==> config.mk <==
export PLATFORM = sky130hd
export DESIGN_NAME = tube_disp_arbiter_flat
export DESIGN_NICKNAME = d
export VERILOG_FILES = /design/src/rtl/tube_pkg.sv /design/src/rtl/tube_disp_arbiter_if.sv /design/src/rtl/rr_pick3.sv /design/src/rtl/tube_disp_arbiter.sv /design/src/flat_wrapper.sv
export SDC_FILE = /design/constraint.sdc
export NUM_CORES = 1
export LEC_CHECK = 0
export ABC_AREA = 1
export CAP_MARGIN = 15
export CORE_MARGIN = 2
export CORE_UTILIZATION = 39
export DETAILED_ROUTE_END_ITERATION = 6
export PLACE_DENSITY = 0.78
export SKIP_CTS_REPAIR_TIMING = 1
export SYNTH_ARGS = -nofsm -noshare
export SYNTH_HDL_FRONTEND = slang
export SYNTH_HIERARCHICAL = 1
export SYNTH_SLANG_ARGS = --single-unit
==> constraint.sdc <==
create_clock -name clk -period 1.9 [get_ports clk]
set_input_delay 0.475 -clock clk [delete_from_list [all_inputs] [get_ports clk]]
set_output_delay 0.475 -clock clk [all_outputs]
set_load 0.1 [all_outputs]
==> src/rtl/tube_pkg.sv <==
// Shared types and constants for the seven-segment display write arbiter.
package tube_pkg;

   typedef enum logic [1:0] {
      IDLE  = 2'd0,
      WRITE = 2'd1,
      HOLD  = 2'd2
   } state_t;

   localparam logic [11:0] TUBEADDR = 12'h000;

   localparam logic [1:0] REQ_CPU = 2'd0;
   localparam logic [1:0] REQ_DBG = 2'd1;
   localparam logic [1:0] REQ_SW  = 2'd2;

   // Successor of a requester index in the three-way ring; out-of-range values restart at 0.
   function automatic logic [1:0] next_idx(input logic [1:0] i);
      return (i >= 2'd2) ? 2'd0 : i + 2'd1;
   endfunction

endpackage

==> src/rtl/tube_disp_arbiter_if.sv <==
// Requester/display bundle: requests and packed data in, grant strobes and display write port out.
interface tube_disp_arbiter_if;

   logic [2:0]  req;
   logic [95:0] req_data;
   logic [2:0]  ack;
   logic        disp_ena;
   logic [11:0] dv_addr;
   logic [31:0] disp_data;
   logic        busy;
   logic [1:0]  owner;

   modport master (
      output req, req_data,
      input  ack, disp_ena, dv_addr, disp_data, busy, owner
   );

   modport slave (
      input  req, req_data,
      output ack, disp_ena, dv_addr, disp_data, busy, owner
   );

endinterface

==> src/rtl/rr_pick3.sv <==
// Combinational three-way round-robin picker; prio0 lets requester 0 override the rotation.
module rr_pick3
   import tube_pkg::*;
(
   input  logic [2:0] req,
   input  logic [1:0] last,
   input  logic       prio0,
   output logic [2:0] grant,
   output logic [1:0] idx
);

   logic [1:0] c0;
   logic [1:0] c1;
   logic [1:0] c2;
   logic       any_req;

   assign c0      = next_idx(last);
   assign c1      = next_idx(c0);
   assign c2      = next_idx(c1);
   assign any_req = |req;

   always_comb begin
      idx = c0;
      if (prio0 && req[REQ_CPU])
         idx = REQ_CPU;
      else if (req[c0])
         idx = c0;
      else if (req[c1])
         idx = c1;
      else if (req[c2])
         idx = c2;
   end

   genvar gi;
   generate
      for (gi = 0; gi < 3; gi++) begin : g_grant
         assign grant[gi] = any_req && (idx == 2'(gi));
      end
   endgenerate

endmodule

==> src/rtl/tube_disp_arbiter.sv <==
// Arbitrates three requesters onto the display write port with a dwell period after each write.
// Define TUBE_ARB_CPU_PREEMPT_EN to give requester 0 absolute priority, including cutting HOLD short.
module tube_disp_arbiter #(
   parameter int          NREQ        = 3,
   parameter logic [11:0] TUBEADDR    = tube_pkg::TUBEADDR,
   parameter int          HOLD_CYCLES = 100000,
   parameter int          HCW         = 17
) (
   input  logic               clk,
   input  logic               rst_n,
   tube_disp_arbiter_if.slave bus
);

   import tube_pkg::*;

   localparam logic [HCW-1:0] HOLD_LOAD = HCW'(HOLD_CYCLES - 1);

   state_t          state_reg;
   logic [HCW-1:0]  cnt_reg;
   logic [1:0]      last_reg;
   logic [1:0]      owner_reg;
   logic [NREQ-1:0] ack_reg;
   logic            ena_reg;
   logic [11:0]     addr_reg;
   logic [31:0]     data_reg;

   logic [2:0]      pick_grant;
   logic [1:0]      pick_idx;
   logic [31:0]     win_data;
   logic            prio0;
   logic            preempt;
   logic            do_grant;

`ifdef TUBE_ARB_CPU_PREEMPT_EN
   assign prio0   = 1'b1;
   assign preempt = bus.req[REQ_CPU];
`else
   assign prio0   = 1'b0;
   assign preempt = 1'b0;
`endif

   rr_pick3 u_pick (
      .req   (bus.req),
      .last  (last_reg),
      .prio0 (prio0),
      .grant (pick_grant),
      .idx   (pick_idx)
   );

   assign win_data = bus.req_data[32*pick_idx +: 32];

   // A grant starts from IDLE, or from HOLD only when the CPU preempts the dwell.
   assign do_grant = ((state_reg == IDLE) && (|bus.req)) ||
                     ((state_reg == HOLD) && preempt);

   always_ff @(posedge clk) begin
      if (!rst_n) begin
         state_reg <= IDLE;
         cnt_reg   <= '0;
         last_reg  <= REQ_SW;
         owner_reg <= '0;
         ack_reg   <= '0;
         ena_reg   <= 1'b0;
         addr_reg  <= '0;
         data_reg  <= '0;
      end else begin
         ack_reg <= '0;
         ena_reg <= 1'b0;
         if (do_grant) begin
            ena_reg   <= 1'b1;
            addr_reg  <= TUBEADDR;
            data_reg  <= win_data;
            ack_reg   <= NREQ'(pick_grant);
            owner_reg <= pick_idx;
            last_reg  <= pick_idx;
            state_reg <= WRITE;
         end else begin
            case (state_reg)
               WRITE: begin
                  cnt_reg   <= HOLD_LOAD;
                  state_reg <= HOLD;
               end
               HOLD: begin
                  if (cnt_reg == '0)
                     state_reg <= IDLE;
                  else
                     cnt_reg <= cnt_reg - 1'b1;
               end
               default: state_reg <= IDLE;
            endcase
         end
      end
   end

   assign bus.ack       = 3'(ack_reg);
   assign bus.disp_ena  = ena_reg;
   assign bus.dv_addr   = addr_reg;
   assign bus.disp_data = data_reg;
   assign bus.owner     = owner_reg;
   assign bus.busy      = (state_reg != IDLE);

endmodule

==> src/flat_wrapper.sv <==
// flat-port wrapper written by rule: the top's interface ports become plain ports
module tube_disp_arbiter_flat import tube_pkg::*;
#(
   parameter int          NREQ        = 3,
   parameter logic [11:0] TUBEADDR    = tube_pkg::TUBEADDR,
   parameter int          HOLD_CYCLES = 100000,
   parameter int          HCW         = 17
)
  (clk, rst_n, bus_req, bus_req_data, bus_ack, bus_disp_ena, bus_dv_addr, bus_disp_data, bus_busy, bus_owner);
  tube_disp_arbiter_if bus_i ();
  input  logic clk;
  input  logic rst_n;
  input wire logic [$bits(bus_i.req)-1:0] bus_req;
  input wire logic [$bits(bus_i.req_data)-1:0] bus_req_data;
  output wire logic [$bits(bus_i.ack)-1:0] bus_ack;
  output wire logic [$bits(bus_i.disp_ena)-1:0] bus_disp_ena;
  output wire logic [$bits(bus_i.dv_addr)-1:0] bus_dv_addr;
  output wire logic [$bits(bus_i.disp_data)-1:0] bus_disp_data;
  output wire logic [$bits(bus_i.busy)-1:0] bus_busy;
  output wire logic [$bits(bus_i.owner)-1:0] bus_owner;
  assign bus_i.req = bus_req;
  assign bus_i.req_data = bus_req_data;
  assign bus_ack = bus_i.ack;
  assign bus_disp_ena = bus_i.disp_ena;
  assign bus_dv_addr = bus_i.dv_addr;
  assign bus_disp_data = bus_i.disp_data;
  assign bus_busy = bus_i.busy;
  assign bus_owner = bus_i.owner;
  tube_disp_arbiter #(.NREQ(NREQ), .TUBEADDR(TUBEADDR), .HOLD_CYCLES(HOLD_CYCLES), .HCW(HCW)) u_core (.clk(clk), .rst_n(rst_n), .bus(bus_i));
endmodule
==> Word-level counts from Yosys, hierarchy flattened <==
Cells that the tools add are included.
{ "word_totals": {"reg_bits": 59, "out_inout_bits": 51, "wordCells": 59} }
{ "op_classes": {"add_sub_neg": 4, "n_bitwise": 2, "mux": 18, "shift": 1, "magnitude_cmp": 6, "reduce_logical": 13, "eq_ne": 7} }
{ "op_table": {"columns": ["cell", "count"], "rows": [
  ["96-bit by 8-bit variable part select with 32-bit output", 1],
  ["17-bit one-hot mux with 2 select lines", 1],
  ["17-bit zero test", 1],
  ["17-bit 2-to-1 mux", 1],
  ["17-bit by 1-bit subtractor with 17-bit output (second input constant)", 1],
  ["2-bit 2-to-1 mux", 7],
  ["2-bit by 3-bit < comparator with 1-bit output (second input constant)", 3],
  ["2-bit by 1-bit adder with 2-bit output (second input constant)", 3],
  ["1-bit binary-select mux with 2-bit select", 3],
  ["2-bit >= comparator (second input constant)", 3],
  ["1-bit 2-to-1 mux", 5],
  ["2-bit by 1-bit equality test with 1-bit output (second input constant)", 2],
  ["2-bit equality test (second input constant)", 2],
  ["1-bit logical AND", 4],
  ["2-bit zero test", 2],
  ["2-bit inequality test (second input constant)", 2],
  ["2-bit one-hot mux with 2 select lines", 1],
  ["2-bit nonzero test", 2],
  ["3-bit by 2-bit inequality test with 1-bit output (second input constant)", 1],
  ["3-bit AND reduction", 1],
  ["3-bit OR reduction", 1],
  ["1-bit NOT", 2],
  ["2-bit AND reduction", 1],
  ["2-bit OR reduction", 1]
]} }

==> Longest topological paths before layout <==
{ "logic_depth": {"word_depth": 13, "ltp_mapped": 12, "depth_no_buf": 11} }

==> Cells and area by module <==
Netlist, hierarchy kept.
{ "by_module_without_submodules": {"columns": ["module", "area_per_inst_um2", "seq_area_each_um2", "instances", "cells_each"], "rows": [
  ["tube_disp_arbiter", 3280.6, 1161.1, 1, 464],
  ["rr_pick3", 193.9, 0.0, 1, 41]
]} }

==> Worst setup path after synthesis <==
OpenSTA, ideal clock, no wires.
{ "synth_path": {"path_kind": "input-to-reg", "from": "input port bus_req[2]", "to": "register u_core.data_reg[0] (netlist: u_core/bus.disp_data[0])", "cell_stages": 10, "t_required_ns": 1.771, "setup_ns": 0.129, "slack_ns": 0.117, "arrival_time_ns": 1.654, "cell_sequence": "nand3_1 > inv_1 > nor2_2 > nand3_2 > a21oi_2 > inv_1 > buf_1 > nor2_1 > a2bb2oi_1 > o21ai_0"} }
{ "synth_between": {"elab_chain_len": 6, "word_cells_on_any_way": 12, "cone_classes": "shift (1); mux (9); reduce/logical (2)"} }
{ "synth_lines": {"columns": ["item", "line_no", "text"], "rows": [
  ["start, declared", "flat_wrapper.sv:13", "input wire logic [$bits(bus_i.req)-1:0] bus_req;"],
  ["1-bit binary-select mux with 2-bit select", "rr_pick3.sv:30", "else if (req[c2])"],
  ["1-bit 2-to-1 mux (not written as such)", "rr_pick3.sv:30", null],
  ["2-bit 2-to-1 mux", "rr_pick3.sv:30", null],
  ["2-bit 2-to-1 mux", "rr_pick3.sv:28", "else if (req[c1])"],
  ["2-bit 2-to-1 mux (*)", "rr_pick3.sv:26", "else if (req[c0])"],
  ["net u_core.pick_idx[0]", "tube_disp_arbiter.sv:28", "logic [1:0] pick_idx;"],
  ["96-bit by 8-bit variable part select with 32-bit output (*)", "tube_disp_arbiter.sv:50", "assign win_data = bus.req_data[32*pick_idx +: 32];"],
  ["end signal, assigned", "tube_disp_arbiter.sv:72", "data_reg <= win_data;"],
  ["end, declared", "tube_disp_arbiter.sv:25", "logic [31:0] data_reg;"]
]} }
The timed path passes the listed nets; every way through them passes the cells marked *. The select of a mux whose other input is x is not followed.
A chain may end at the register's enable or synchronous reset.

==> Final worst setup path <==
{ "layout_path": {"from": "register u_core.last_reg[1]", "to": "register u_core.data_reg[31] (netlist: u_core/bus.disp_data[31])"} }
{ "layout_between": {"elab_chain_len": 12, "word_cells_on_any_way": 19, "cone_classes": "add/sub (3); order compare (3); shift (1); mux (12)"} }
{ "layout_lines": {"columns": ["item", "line_no", "text"], "rows": [
  ["start, declared", "tube_disp_arbiter.sv:20", "logic [1:0] last_reg;"],
  ["start signal, assigned", "tube_disp_arbiter.sv:75", "last_reg <= pick_idx;"],
  ["2-bit by 1-bit adder with 2-bit output or 2-bit >= comparator (tied branches)", "tube_pkg.sv:18", "return (i >= 2'd2) ? 2'd0 : i + 2'd1;"],
  ["2-bit 2-to-1 mux (*)", "tube_pkg.sv:18", null],
  ["2-bit by 1-bit adder with 2-bit output or 2-bit >= comparator (tied branches)", "tube_pkg.sv:18", null],
  ["2-bit 2-to-1 mux", "tube_pkg.sv:18", null],
  ["2-bit by 1-bit adder with 2-bit output or 2-bit >= comparator (tied branches)", "tube_pkg.sv:18", null],
  ["2-bit 2-to-1 mux", "tube_pkg.sv:18", null],
  ["1-bit binary-select mux with 2-bit select", "rr_pick3.sv:30", null],
  ["1-bit 2-to-1 mux (not written as such)", "rr_pick3.sv:30", null],
  ["2-bit 2-to-1 mux", "rr_pick3.sv:30", null],
  ["2-bit 2-to-1 mux", "rr_pick3.sv:28", null],
  ["2-bit 2-to-1 mux (*)", "rr_pick3.sv:26", null],
  ["net u_core.pick_idx[0]", "tube_disp_arbiter.sv:28", null],
  ["96-bit by 8-bit variable part select with 32-bit output (*)", "tube_disp_arbiter.sv:50", null]
]} }
Marks and branches as above.

==> results.py <==
metrics = {
    "critical_path": {
        "cp.required_ns": 2.12,
        "rrSetupSlack_ns": 0.05,
        "endpoint_kind": "flop",
        "startpoint_type": "flop",
        "cp_max_fo": 6,
        "path_class": "flop to flop",
        "arrival_ns": 2.07,
    },
    "routing": {
        "drc_errors": 0,
        "routedWlPerCell_um": 15.75,
        "ant_nets": 0,
        "via_count": 4071,
        "drt-initial-drc-count": 198,
        "firstDrtPassIters": 5,
        "via_per_inst": 5.260,
        "wl_mm": 12.19,
    },
    "logic_synthesis": {
        "synth_top_family_by_area": "simple AND/OR/NAND/NOR gates",
        "synth_cells": 505,
        "synth_compound_area_frac": 0.2168,
        "synthSimpleGateAreaFrac": 0.3176,
        "yosysSeqAreaShare": 0.3342,
        "synth_mux_area_frac": 0,
        "yosys.area_share.xor_xnor": 0.007562,
        "synth_cell_type_count": 33,
        "synth_fa_ha_area_frac": 0.01440,
        "synth_seq_cells": 58,
        "netlist_area_um2": 3475,
        "avgSynthCellArea_um2": 6.880,
        "synth-warning-count": 6,
    },
    "pwr": {
        "leakagePower_nw": 2.494,
        "total_power_mw": 6.201,
        "power.internal_mw": 3.322,
        "p_comb_frac": 0.569,
        "p_sw_frac": 0.4643,
        "p_seq_frac": 0.260,
        "clock_power_share": 0.171,
        "ir_worst_vdd_mv": 0.7289,
        "p_per_area_nw_per_um2": 1066,
        "switchingPower_mw": 2.879,
    },
    "placement": {
        "portBuffers": 139,
        "dpl.hpwl_mm": 9.139,
        "place.gp.congestion": 0.9487,
        "preCtsSetupSlack_ns": -0.5422,
    },
    "cells_and_area": {
        "diodes": 0,
        "multi_input_area_um2": 2033,
        "fill_cells": 695,
        "largest_reg_flops": 32,
        "area_growth_pct": 67.48,
        "seqCellArea_um2": 1166,
        "nets": 766,
        "finish.utilization": 0.6706,
        "drive_above_1_share": 0.1937,
        "layout_commonest_cell": "clkdlybuf4s50_1",
        "final_cell_mix": "clkdlybuf4s50_1 (97), nor2_1 (73), nand2_1 (69), nand3_1 (68), o21ai_0 (57)",
    },
    "sta": {
        "finalSetupViolCount": 0,
        "finalClockSkew_ns": 0.01652,
        "hold_viol_final": 0,
        "period_needed_ns": 1.851,
        "setup_slack_ns": 0.04881,
        "drv_slew": 0,
        "finalCritPeriodShare": 0.9743,
        "fmax_ghz": 0.5402,
    },
    "clock_network": {
        "clock_latency_ns": 0.34,
        "cts_root_buffer": "clkbuf_8",
        "cts_inserted_buffers": 9,
        "cts.sinks": 58,
        "ctsHtreeMaxLevel": 3,
        "clk_pin_slew_ns": 0.07,
        "cts_tree": "done",
        "clk_path_buf_depth": 2,
    },
    "floorplan": {
        "initial_core_util": 0.4004,
        "std_cell_rows": 34,
        "dieArea_um2": 9681,
        "die_w_um": 98.39,
        "core_area_um2": 8678,
        "num_io_pins": 152,
        "die-height_um": 98.39,
    },
    "grt": {
        "grt_pass1_vias": 4021,
        "grt.overflow.total": 0,
        "grt_max_degree": 39,
        "met3_usage": 0.1031,
        "grt_antenna_before_repair": 0,
        "grt.met1_usage": 0.2647,
        "met2_usage": 0.4155,
        "track_usage": 0.2447,
        "busiest_layer": "met2",
        "grt_pass1_wl_mm": 18.90,
    },
    "job": {
        "drv_cap": 0,
    },
    "worst_hold_path": {
        "hold_class": "flop to flop",
    },
    "outcome": {
        "status": "finished clean",
    },
}
==> per-layer routing <==
| metal | wire, um | vias up |
|---|---|---|
| met4 | 505 | 0 |
| met1 | 4404 | 1870 |
| met2 | 6045 | 190 |
| met5 | 0 | - |
| met3 | 1238 | 34 |
| li1 | - | 1977 |
==> layout make-up <==
| cell class | instances | area share |
|---|---|---|
| clock buffer | 12 | 0.02666 |
| clock inverter | 4 | 0.004515 |
| inverter | 39 | 0.02602 |
| multi-input combinational | 379 | 0.3494 |
| sequential | 58 | 0.2004 |
| tap | 108 | 0.02322 |
| timing repair buffer | 174 | 0.3698 |
==> path summary, 6_finish.rpt <==
path | start | end | cells past startpoint
worst max register to register | u_core/last_reg[1] | u_core/bus.disp_data[31] | 11
worst min-delay path | u_core/state_reg[1] | u_core/state_reg[1] | 2
worst min register to register | u_core/state_reg[1] | u_core/state_reg[1] | 2
worst max-delay path | u_core/last_reg[1] | u_core/bus.disp_data[31] | 11
==> power by group through the flow <==
stage / clock network [mW] / registers (mW) / logic [mW]
after floorplan: 0 / 2.46 / 1.34
after global placement: 0 / 1.62 / 3.37
after detailed placement: 0 / 1.63 / 3.43
after CTS: 1.07 / 1.61 / 3.44
after global routing: 1.12 / 1.63 / 3.72
final: 1.06 / 1.61 / 3.53
==> cells by family (layout without fill, tap and decap cells) <==
kind of cell             after synthesis  count (layout)
AO/OA/AOI/OAI                        121             121
XOR/XNOR                               3               3
adder cells (fa/ha/maj)                4               4
buffers and inverters                 80             229
flip-flops                            58              58
other                                  1              13
AND/OR/NAND/NOR                      238             238
==> synth_stat cells (all sizes together) <==
cell type	count	area [um2]
and2	1	6.260
o31ai	1	7.510
ha	4	50.05
nand3b	3	35.03
nor3	1	5.000
o21ai	70	350.3
nand4	1	6.260
nor2	82	347.8
nand3	70	355.3
clkbuf	21	78.83
a2bb2oi	32	280.3
nand2	78	335.3
buf	20	148.9
dfxtp	58	1161
inv	39	148.9
xnor2	3	26.28
o211ai	1	7.510
conb	1	3.750
a21oi	17	107.6
or2	2	12.51
==> stage by stage <==
stage                TNS, ns  hold slack, ns  cells  area (um2)
global route        -0.01430          0.5360    774        5819
floorplan                  0          0.4745    517        3520
finish                     0          0.5115    774        5819
detailed placement    -21.51          0.4996    757        5542
CTS                   -3.678          0.5073    773        5723
global placement      -17.68          0.4862    757        5542
==> worst max-delay path, cell delays in order, from the launching register on <==
cell and delay (ns):
dfxtp_4 0.37, nor2_4 0.15, nand2_1 0.11, nand2_1 0.10, inv_1 0.06, nand3_2 0.10, a21oi_4 0.07, buf_6 0.14
buf_4 0.14, o21ai_0 0.21, a2bb2oi_2 0.18, o21ai_1 0.09
Note: power is estimated with default switching activity, not from simulation.
